===== config.mk =====
export PLATFORM = sky130hd
export DESIGN_NAME = fpu_issue_ctrl
export DESIGN_NICKNAME = d
export VERILOG_FILES = /design/src/rtl/fpu_ctrl_pkg.sv /design/src/rtl/fpu_req_fifo.sv /design/src/rtl/fpu_issue_ctrl.sv
export SDC_FILE = /design/constraint.sdc
export NUM_CORES = 1
export LEC_CHECK = 0
export CAP_MARGIN = 10
export CORE_UTILIZATION = 53
export CTS_BUF_LIST = sky130_fd_sc_hd__clkbuf_8 sky130_fd_sc_hd__clkbuf_16
export DETAILED_ROUTE_END_ITERATION = 8
export GPL_TIMING_DRIVEN = 0
export PLACE_DENSITY = 0.86
export SKIP_CTS_REPAIR_TIMING = 1
export SYNTH_ARGS = -nofsm -noshare
export SYNTH_HDL_FRONTEND = slang
export SYNTH_SLANG_ARGS = --single-unit
export TNS_END_PERCENT = 50

===== constraint.sdc =====
create_clock -name CLK -period 4.6 [get_ports CLK]
set_clock_uncertainty 0.05 [all_clocks]
set_input_delay 1.38 -clock CLK [delete_from_list [all_inputs] [get_ports CLK]]
set_output_delay 1.38 -clock CLK [all_outputs]
set_load 0.03 [all_outputs]

===== src/rtl/fpu_ctrl_pkg.sv =====
// fpu_ctrl_pkg
// Shared types and constants for the FPU issue controller.
//   state_t        : controller FSM states
//   FPU_OP_ADD/MUL : encoding of the single op-select bit
//   REG_AW_DEF     : default register address width
//   fpu_payload_t  : {op, op1, op2} part of a queued request; the destination
//                    address is appended by the controller because its width
//                    is a module parameter.
package fpu_ctrl_pkg;

    localparam int unsigned REG_AW_DEF = 4;

    localparam logic FPU_OP_ADD = 1'b0;
    localparam logic FPU_OP_MUL = 1'b1;

    typedef enum logic [1:0] {
        ST_IDLE  = 2'd0,
        ST_ISSUE = 2'd1,
        ST_WAIT  = 2'd2,
        ST_WB    = 2'd3
    } state_t;

    typedef struct packed {
        logic        op;
        logic [31:0] op1;
        logic [31:0] op2;
    } fpu_payload_t;

endpackage


===== src/rtl/fpu_req_fifo.sv =====
// fpu_req_fifo
// Synchronous FIFO with occupancy count. Push while full and pop while empty
// are ignored; a simultaneous push and pop leaves the count unchanged.
// Ports:
//   CLK, Reset      : clock, asynchronous active-high reset (empties FIFO)
//   i_push, i_data  : write request and data
//   i_pop           : read request (o_data is the current head)
//   o_data          : head entry
//   o_full, o_empty : status flags
//   o_count         : number of stored entries (0..DEPTH)
module fpu_req_fifo #(
    parameter int unsigned DEPTH = 4,
    parameter int unsigned WIDTH = 8
) (
    input  logic                     CLK,
    input  logic                     Reset,
    input  logic                     i_push,
    input  logic                     i_pop,
    input  logic [WIDTH-1:0]         i_data,
    output logic [WIDTH-1:0]         o_data,
    output logic                     o_full,
    output logic                     o_empty,
    output logic [$clog2(DEPTH):0]   o_count
);

    localparam int unsigned AW = $clog2(DEPTH);

    logic [WIDTH-1:0] r_mem [DEPTH];
    logic [AW-1:0]    r_wptr;
    logic [AW-1:0]    r_rptr;
    logic [AW:0]      r_count;
    logic             w_do_push;
    logic             w_do_pop;

    assign o_full    = (r_count == (AW+1)'(DEPTH));
    assign o_empty   = (r_count == '0);
    assign o_count   = r_count;
    assign o_data    = r_mem[r_rptr];
    assign w_do_push = i_push & ~o_full;
    assign w_do_pop  = i_pop & ~o_empty;

    // DEPTH is a power of two, so the pointers wrap by natural overflow.
    always_ff @(posedge CLK or posedge Reset) begin
        if (Reset) begin
            r_wptr  <= '0;
            r_rptr  <= '0;
            r_count <= '0;
        end else begin
            if (w_do_push) r_wptr <= r_wptr + 1'b1;
            if (w_do_pop)  r_rptr <= r_rptr + 1'b1;
            if (w_do_push && !w_do_pop)      r_count <= r_count + 1'b1;
            else if (!w_do_push && w_do_pop) r_count <= r_count - 1'b1;
        end
    end

    always_ff @(posedge CLK) begin
        if (w_do_push) r_mem[r_wptr] <= i_data;
    end

endmodule


===== src/rtl/fpu_issue_ctrl.sv =====
// fpu_issue_ctrl
// Scheduler in front of the FADD/FMUL pair: queues FP ops from decode, issues
// one at a time over the FPU Start/Busy/Done handshake, holds each result
// until the register-file write port grants it, and keeps a pending-write mask
// so decode can stall on RAW/WAW hazards.
// Handshakes: a request transfers at a posedge where Req_Valid & Req_Ready;
// a writeback retires at a posedge where WB_Valid & WB_Ready. WB_Valid,
// WB_WA3 and WB_Result stay stable until that retire edge.
// Optional build macro FPU_TIMEOUT_EN: watchdog on the WAIT state that
// abandons the op after TIMEOUT_CYCLES and sets the sticky Error flag.
// Ports:
//   CLK, Reset                     : clock, asynchronous active-high reset
//   Req_*                          : request channel from decode
//   Chk_RA1/RA2, Chk_Hazard        : combinational pending-write lookup
//   FPU_Start/Op/Operand1/Operand2 : issue side toward the FPU
//   FPU_Busy/Done/Result           : status and result from the FPU
//   WB_Valid/WA3/Result, WB_Ready  : writeback channel to the register file
//   Idle, Error                    : status
//   Dbg_State                      : current FSM state for observation
module fpu_issue_ctrl
    import fpu_ctrl_pkg::*;
#(
    parameter int unsigned DEPTH          = 4,
    parameter int unsigned REG_AW         = REG_AW_DEF,
    parameter int unsigned TIMEOUT_CYCLES = 64
) (
    input  logic              CLK,
    input  logic              Reset,
    input  logic              Req_Valid,
    output logic              Req_Ready,
    input  logic              Req_Op,
    input  logic [31:0]       Req_Op1,
    input  logic [31:0]       Req_Op2,
    input  logic [REG_AW-1:0] Req_WA3,
    input  logic [REG_AW-1:0] Chk_RA1,
    input  logic [REG_AW-1:0] Chk_RA2,
    output logic              Chk_Hazard,
    output logic              FPU_Start,
    output logic              FPU_Op,
    output logic [31:0]       FPU_Operand1,
    output logic [31:0]       FPU_Operand2,
    input  logic              FPU_Busy,
    input  logic              FPU_Done,
    input  logic [31:0]       FPU_Result,
    output logic              WB_Valid,
    output logic [REG_AW-1:0] WB_WA3,
    output logic [31:0]       WB_Result,
    input  logic              WB_Ready,
    output logic              Idle,
    output logic              Error,
    output logic [1:0]        Dbg_State
);

    localparam int unsigned PAY_W = $bits(fpu_payload_t);
    localparam int unsigned ENT_W = PAY_W + REG_AW;
    localparam int unsigned CW    = $clog2(DEPTH) + 1;

    state_t                 r_state;
    state_t                 w_next;
    logic [2**REG_AW-1:0]   r_pending;
    logic [REG_AW-1:0]      r_cur_wa3;
    logic [ENT_W-1:0]       w_fifo_wdata;
    logic [ENT_W-1:0]       w_fifo_rdata;
    logic                   w_full;
    logic                   w_empty;
    logic [CW-1:0]          w_count;
    fpu_payload_t           w_head;
    logic [REG_AW-1:0]      w_head_wa3;
    logic                   w_accept;
    logic                   w_pop;
    logic                   w_retire;
    logic                   w_timeout;

    // A destination already pending is refused here, so the queue never holds
    // two writes to the same register.
    assign Req_Ready    = ~w_full & ~r_pending[Req_WA3];
    assign w_accept     = Req_Valid & Req_Ready;
    assign Chk_Hazard   = r_pending[Chk_RA1] | r_pending[Chk_RA2];
    assign w_fifo_wdata = {Req_Op, Req_Op1, Req_Op2, Req_WA3};
    assign w_head       = w_fifo_rdata[ENT_W-1 -: PAY_W];
    assign w_head_wa3   = w_fifo_rdata[REG_AW-1:0];
    assign w_pop        = (r_state == ST_ISSUE);
    assign w_retire     = (r_state == ST_WB) & WB_Ready;
    assign Idle         = (w_count == '0) & (r_state == ST_IDLE);
    assign Dbg_State    = r_state;

    fpu_req_fifo #(
        .DEPTH (DEPTH),
        .WIDTH (ENT_W)
    ) u_fifo (
        .CLK     (CLK),
        .Reset   (Reset),
        .i_push  (w_accept),
        .i_pop   (w_pop),
        .i_data  (w_fifo_wdata),
        .o_data  (w_fifo_rdata),
        .o_full  (w_full),
        .o_empty (w_empty),
        .o_count (w_count)
    );

    always_comb begin
        w_next       = r_state;
        FPU_Start    = 1'b0;
        FPU_Op       = FPU_OP_ADD;
        FPU_Operand1 = '0;
        FPU_Operand2 = '0;
        WB_Valid     = 1'b0;
        case (r_state)
            ST_IDLE: begin
                if (!w_empty && !FPU_Busy) w_next = ST_ISSUE;
            end
            ST_ISSUE: begin
                FPU_Start    = 1'b1;
                FPU_Op       = w_head.op;
                FPU_Operand1 = w_head.op1;
                FPU_Operand2 = w_head.op2;
                w_next       = ST_WAIT;
            end
            ST_WAIT: begin
                if (FPU_Done)       w_next = ST_WB;
                else if (w_timeout) w_next = ST_IDLE;
            end
            ST_WB: begin
                WB_Valid = 1'b1;
                // Chain straight into the next issue to avoid an IDLE bubble.
                if (WB_Ready) w_next = (!w_empty && !FPU_Busy) ? ST_ISSUE : ST_IDLE;
            end
            default: w_next = ST_IDLE;
        endcase
    end

    always_ff @(posedge CLK or posedge Reset) begin
        if (Reset) begin
            r_state   <= ST_IDLE;
            r_pending <= '0;
            r_cur_wa3 <= '0;
            WB_WA3    <= '0;
            WB_Result <= '0;
        end else begin
            r_state <= w_next;
            // Set and clear never target the same bit: a set requires the bit
            // to be clear, a clear targets a bit that is set.
            if (w_accept)  r_pending[Req_WA3]   <= 1'b1;
            if (w_retire)  r_pending[WB_WA3]    <= 1'b0;
            if (w_timeout) r_pending[r_cur_wa3] <= 1'b0;
            if (r_state == ST_ISSUE) r_cur_wa3 <= w_head_wa3;
            if (r_state == ST_WAIT && FPU_Done) begin
                WB_Result <= FPU_Result;
                WB_WA3    <= r_cur_wa3;
            end
        end
    end

`ifdef FPU_TIMEOUT_EN
    localparam int unsigned TW = $clog2(TIMEOUT_CYCLES + 1);

    logic [TW-1:0] r_timer;
    logic          r_error;

    // r_timer equals the number of WAIT cycles already elapsed, so the
    // watchdog fires in the TIMEOUT_CYCLES-th WAIT cycle without a Done.
    assign w_timeout = (r_state == ST_WAIT) & ~FPU_Done &
                       (r_timer == TW'(TIMEOUT_CYCLES - 1));
    assign Error     = r_error;

    always_ff @(posedge CLK or posedge Reset) begin
        if (Reset) begin
            r_timer <= '0;
            r_error <= 1'b0;
        end else begin
            if (r_state == ST_ISSUE)     r_timer <= '0;
            else if (r_state == ST_WAIT) r_timer <= r_timer + 1'b1;
            if (w_timeout) r_error <= 1'b1;
        end
    end
`else
    logic w_unused_timeout_cfg;

    assign w_timeout            = 1'b0;
    assign Error                = 1'b0;
    assign w_unused_timeout_cfg = ^TIMEOUT_CYCLES;
`endif

endmodule


==> impl_summary.txt <==
----------------------------------------------------
[Outcome]
  Result of the run ... finished clean

[Global routing]
  Overflow left after global routing ... 0
  First-pass GRT wire length ... 42660 um
  Number of global-route vias before repair ... 7798
  Met2 layer usage reported by global route ... 36.85%
  Layer with the highest usage after global routing ... met2
  Met1 track utilization from global routing ... 28.00%
  Global routing usage summed across all routing layers ... 21.45%
  GR Layer Usage met3 ... 3.387%
  Number of antenna violations at the first check in global routing ... 1
  Pin count of the biggest net entering global routing ... 57

[Route]
  Post-route DRC violation count ... 0
  Final Routed Wirelength ... 27660 um
  DRC marker count from the first detailed-route iteration ... 405
  Vias per std cell ... 5.675
  Detailed-route via count ... 7383
  Routed wire length per instance ... 21.26 um
  Count of antenna-violating nets left after detailed routing ... 0
  First-pass DRT Iterations ... 5

[STA]
  Worst slew slack as a fraction of its limit ... 45.44%
  Endpoints failing setup ... 0
  Setup slack of the critical path after layout ... 124.7 ps
  Sum Neg Setup Slack ... 0 ps
  Worst-Margin Slew ... 817.3 ps
  Worst hold margin ... 454.0 ps
  Unrepaired setup endpoints after global routing ... false
  Final critical-path share of the clock period ... 97.29%
  Final Hold Fails ... 0
  Fmax achieved ... 0.2235 GHz
  Slew Viols, Final ... 0
  Crit path time final ... 4475 ps

[Cells and area]
  Final core utilization ... 69.72%
  Fraction of layout instances using a drive strength above 1 ... 21.44%
  Area of all placed cells without fillers ... 17560 sq um
  Area growth from synthesis to layout ... 28.85%
  # nets final ... 1068

[Synthesis]
  Per-instance average area after synthesis ... 20.09 sq um
  Syn. warnings ... 0
  Ranking of synthesized cells by instance count ... 276 x sky130_fd_sc_hd__edfxtp_1, 79 x sky130_fd_sc_hd__mux4_2, 70 x sky130_fd_sc_hd__and2_1, 65 x sky130_fd_sc_hd__dfrtp_1, 44 x sky130_fd_sc_hd__mux2_2
  Primary flip-flop cell chosen by synthesis mapping ... sky130_fd_sc_hd__edfxtp_1
  Seq/Total Area, Yosys ... 72.77%
  Number of cells produced by synthesis ... 678
  Flip-flop and latch count after synthesis ... 341
  Most area-hungry cell type in the Yosys netlist ... sky130_fd_sc_hd__edfxtp_1
  Cell area after synthesis ... 13620 sq um
  Most common cell in the netlist ... sky130_fd_sc_hd__edfxtp_1
  Share of Yosys cell area claimed by the top area cell type ... 60.83%
  Synthesized netlist net count ... 804
  Async set-or-reset flop fraction in the synthesized netlist ... 19.06%
  Cell types with the largest area share after synthesis ... sky130_fd_sc_hd__edfxtp_1 61%, sky130_fd_sc_hd__mux4_2 13%, sky130_fd_sc_hd__dfrtp_1 12%
  Post-synthesis cell type count ... 46
  Number of synthesized flops with an enable pin ... 276

[Clock tree]
  Clk pin slew, worst setup/hold paths ... 50 ps
  Insertion delay to the later sink of the worst-skew pair ... 510 ps
  Inserted Clock Buffers ... 36
  H-tree Lvls ... 2
  Library cell used as clock root buffer ... sky130_fd_sc_hd__clkbuf_16
  Clock tree sinks ... 341
  Clock Path Buffers ... 3
  Clock tree from TritonCTS ... done

[Power]
  Static power due to leakage ... 6.146 nW
  Largest vdd supply drop ... 0.0004160 V
  Switch share ... 32.64%
  Sequential power share ... 38.3%
  Power share of the combinational group ... 37.6%
  Net switching power figure ... 3.689 mW
  Ratio of total power to cell area ... 643.8 nW/um^2
  Internal power summed over all cells ... 7.614 mW
  Power share of the clock group ... 24.1%

[Die]
  Core area ... 25180 sq um
  Initial core utilization ... 54.10%
  Number of rows created at floorplan ... 58
  Total Die Area ... 26350 sq um
  Top-level I/O count ... 224
  Die W ... 162.3 um
  Y dimension of the die ... 162.3 um

[Worst setup path]
  Worst reg2reg startpoint ... r_pending[1]
  Required time reported for the critical path endpoint ... 3170 ps
  Data arrival, critical path ... 3050 ps
  Worst setup path endpoint ... Chk_Hazard
  Kind of critical path ... input port to output port
  Maximum fanout along the worst path ... 4
  Worst-case reg-to-reg path depth ... 9
  Minimum setup slack among reg-to-reg paths ... 1800 ps
  Nature of the critical path endpoint ... output port
  Start point of the critical path ... Chk_RA2[0]
  CP startpoint kind ... input port
  Worst flop-to-flop path endpoint ... u_fifo.o_count[2]

[Place]
  Half-perimeter wire length after detailed placement ... 18010 um
  PortBufs ... 222
  Post-place instance area ... 16400 sq um
  Place WS ... -822.2 ps
  Final GP Congestion ... 0.8856

[Run]
  Number of max-cap violations ... 0

[Hold path]
  Type of the most critical hold path ... flip-flop to flip-flop
  Start point of the worst min-delay path ... WB_Result[29]

----------------------------------------------------
## worst max-delay path, cell delays in order
cell and delay (ps):
sky130_fd_sc_hd__dlymetal6s2s_1 240, sky130_fd_sc_hd__mux4_2 540, sky130_fd_sc_hd__mux4_2 460, sky130_fd_sc_hd__or2_1 230, sky130_fd_sc_hd__clkbuf_2 190
## how the worst min path moves through the flow
stage,endpoint,slack [ps],cells after the start
2_1_floorplan,r_cur_wa3[0],430,1
3_3_place_gp,WB_WA3[2],430,1
4_1_cts,WB_Result[9],460,1
3_5_place_dp,WB_Result[8],440,1
5_1_grt,WB_Result[15],470,1
6_report,WB_Result[29],450,1
## through the flow
step           std cells  power, mW
2_1_floorplan        678      7.079
3_3_place_gp        1230      8.548
3_5_place_dp        1235      8.676
5_1_grt             1301      11.82
4_1_cts             1301      11.41
6_report            1301      11.30
## layout make-up
cell class,instances,area (sq um)
antenna,1,2.502
buffer,31,146.4
clock buffer,38,939.7
clock inverter,28,186.4
fill,1568,7626
inverter,11,41.29
multi-input combinational,294,3547
sequential,341,9915
tap,330,412.9
timing repair buffer,227,2365
## cells by family after synthesis
group / synth area share, %
buffers and inverters: 1.359
flip-flops: 72.77
AND/OR/NAND/NOR: 5.079
AO/OA/AOI/OAI: 2.103
other: 0.02752
XOR/XNOR: 0.3857
multiplexers: 17.21
adder cells (fa/ha/maj): 1.065
## flip-flops by register name, summed over array words and instances (netlist names)
| register | cells |
|---|---|
| u_fifo.r_mem | 276 |
| WB_Result | 32 |
| r_pending | 16 |
| WB_WA3 | 4 |
| r_cur_wa3 | 4 |
| u_fifo.o_count | 3 |
| Dbg_State | 2 |
| u_fifo.r_rptr | 2 |
| u_fifo.r_wptr | 2 |
## routing by layer
metal,up-vias,routed length [um]
met1,3794,10880
met5,-,0
met2,283,14530
met3,60,1553
li1,3246,-
met4,0,707
## placed cells by master (no fill, tap or decap), drive strengths merged, types with 15 or more instances in the layout
master	count
mux2	46
clkbuf	61
mux4	79
dfrtp	65
and2	70
clkdlybuf4s50	212
edfxtp	276
buf	15
inv	25
## power groups by stage
stage | combinational (mW) | clock (mW) | sequential [mW]
6_report | 4.25 | 2.72 | 4.33
2_1_floorplan | 2.44 | 0 | 4.64
3_5_place_dp | 4.31 | 0 | 4.37
4_1_cts | 4.33 | 2.77 | 4.31
5_1_grt | 4.53 | 2.90 | 4.39
3_3_place_gp | 4.19 | 0 | 4.36
No activity file was read; power rests on OpenSTA's default activity.
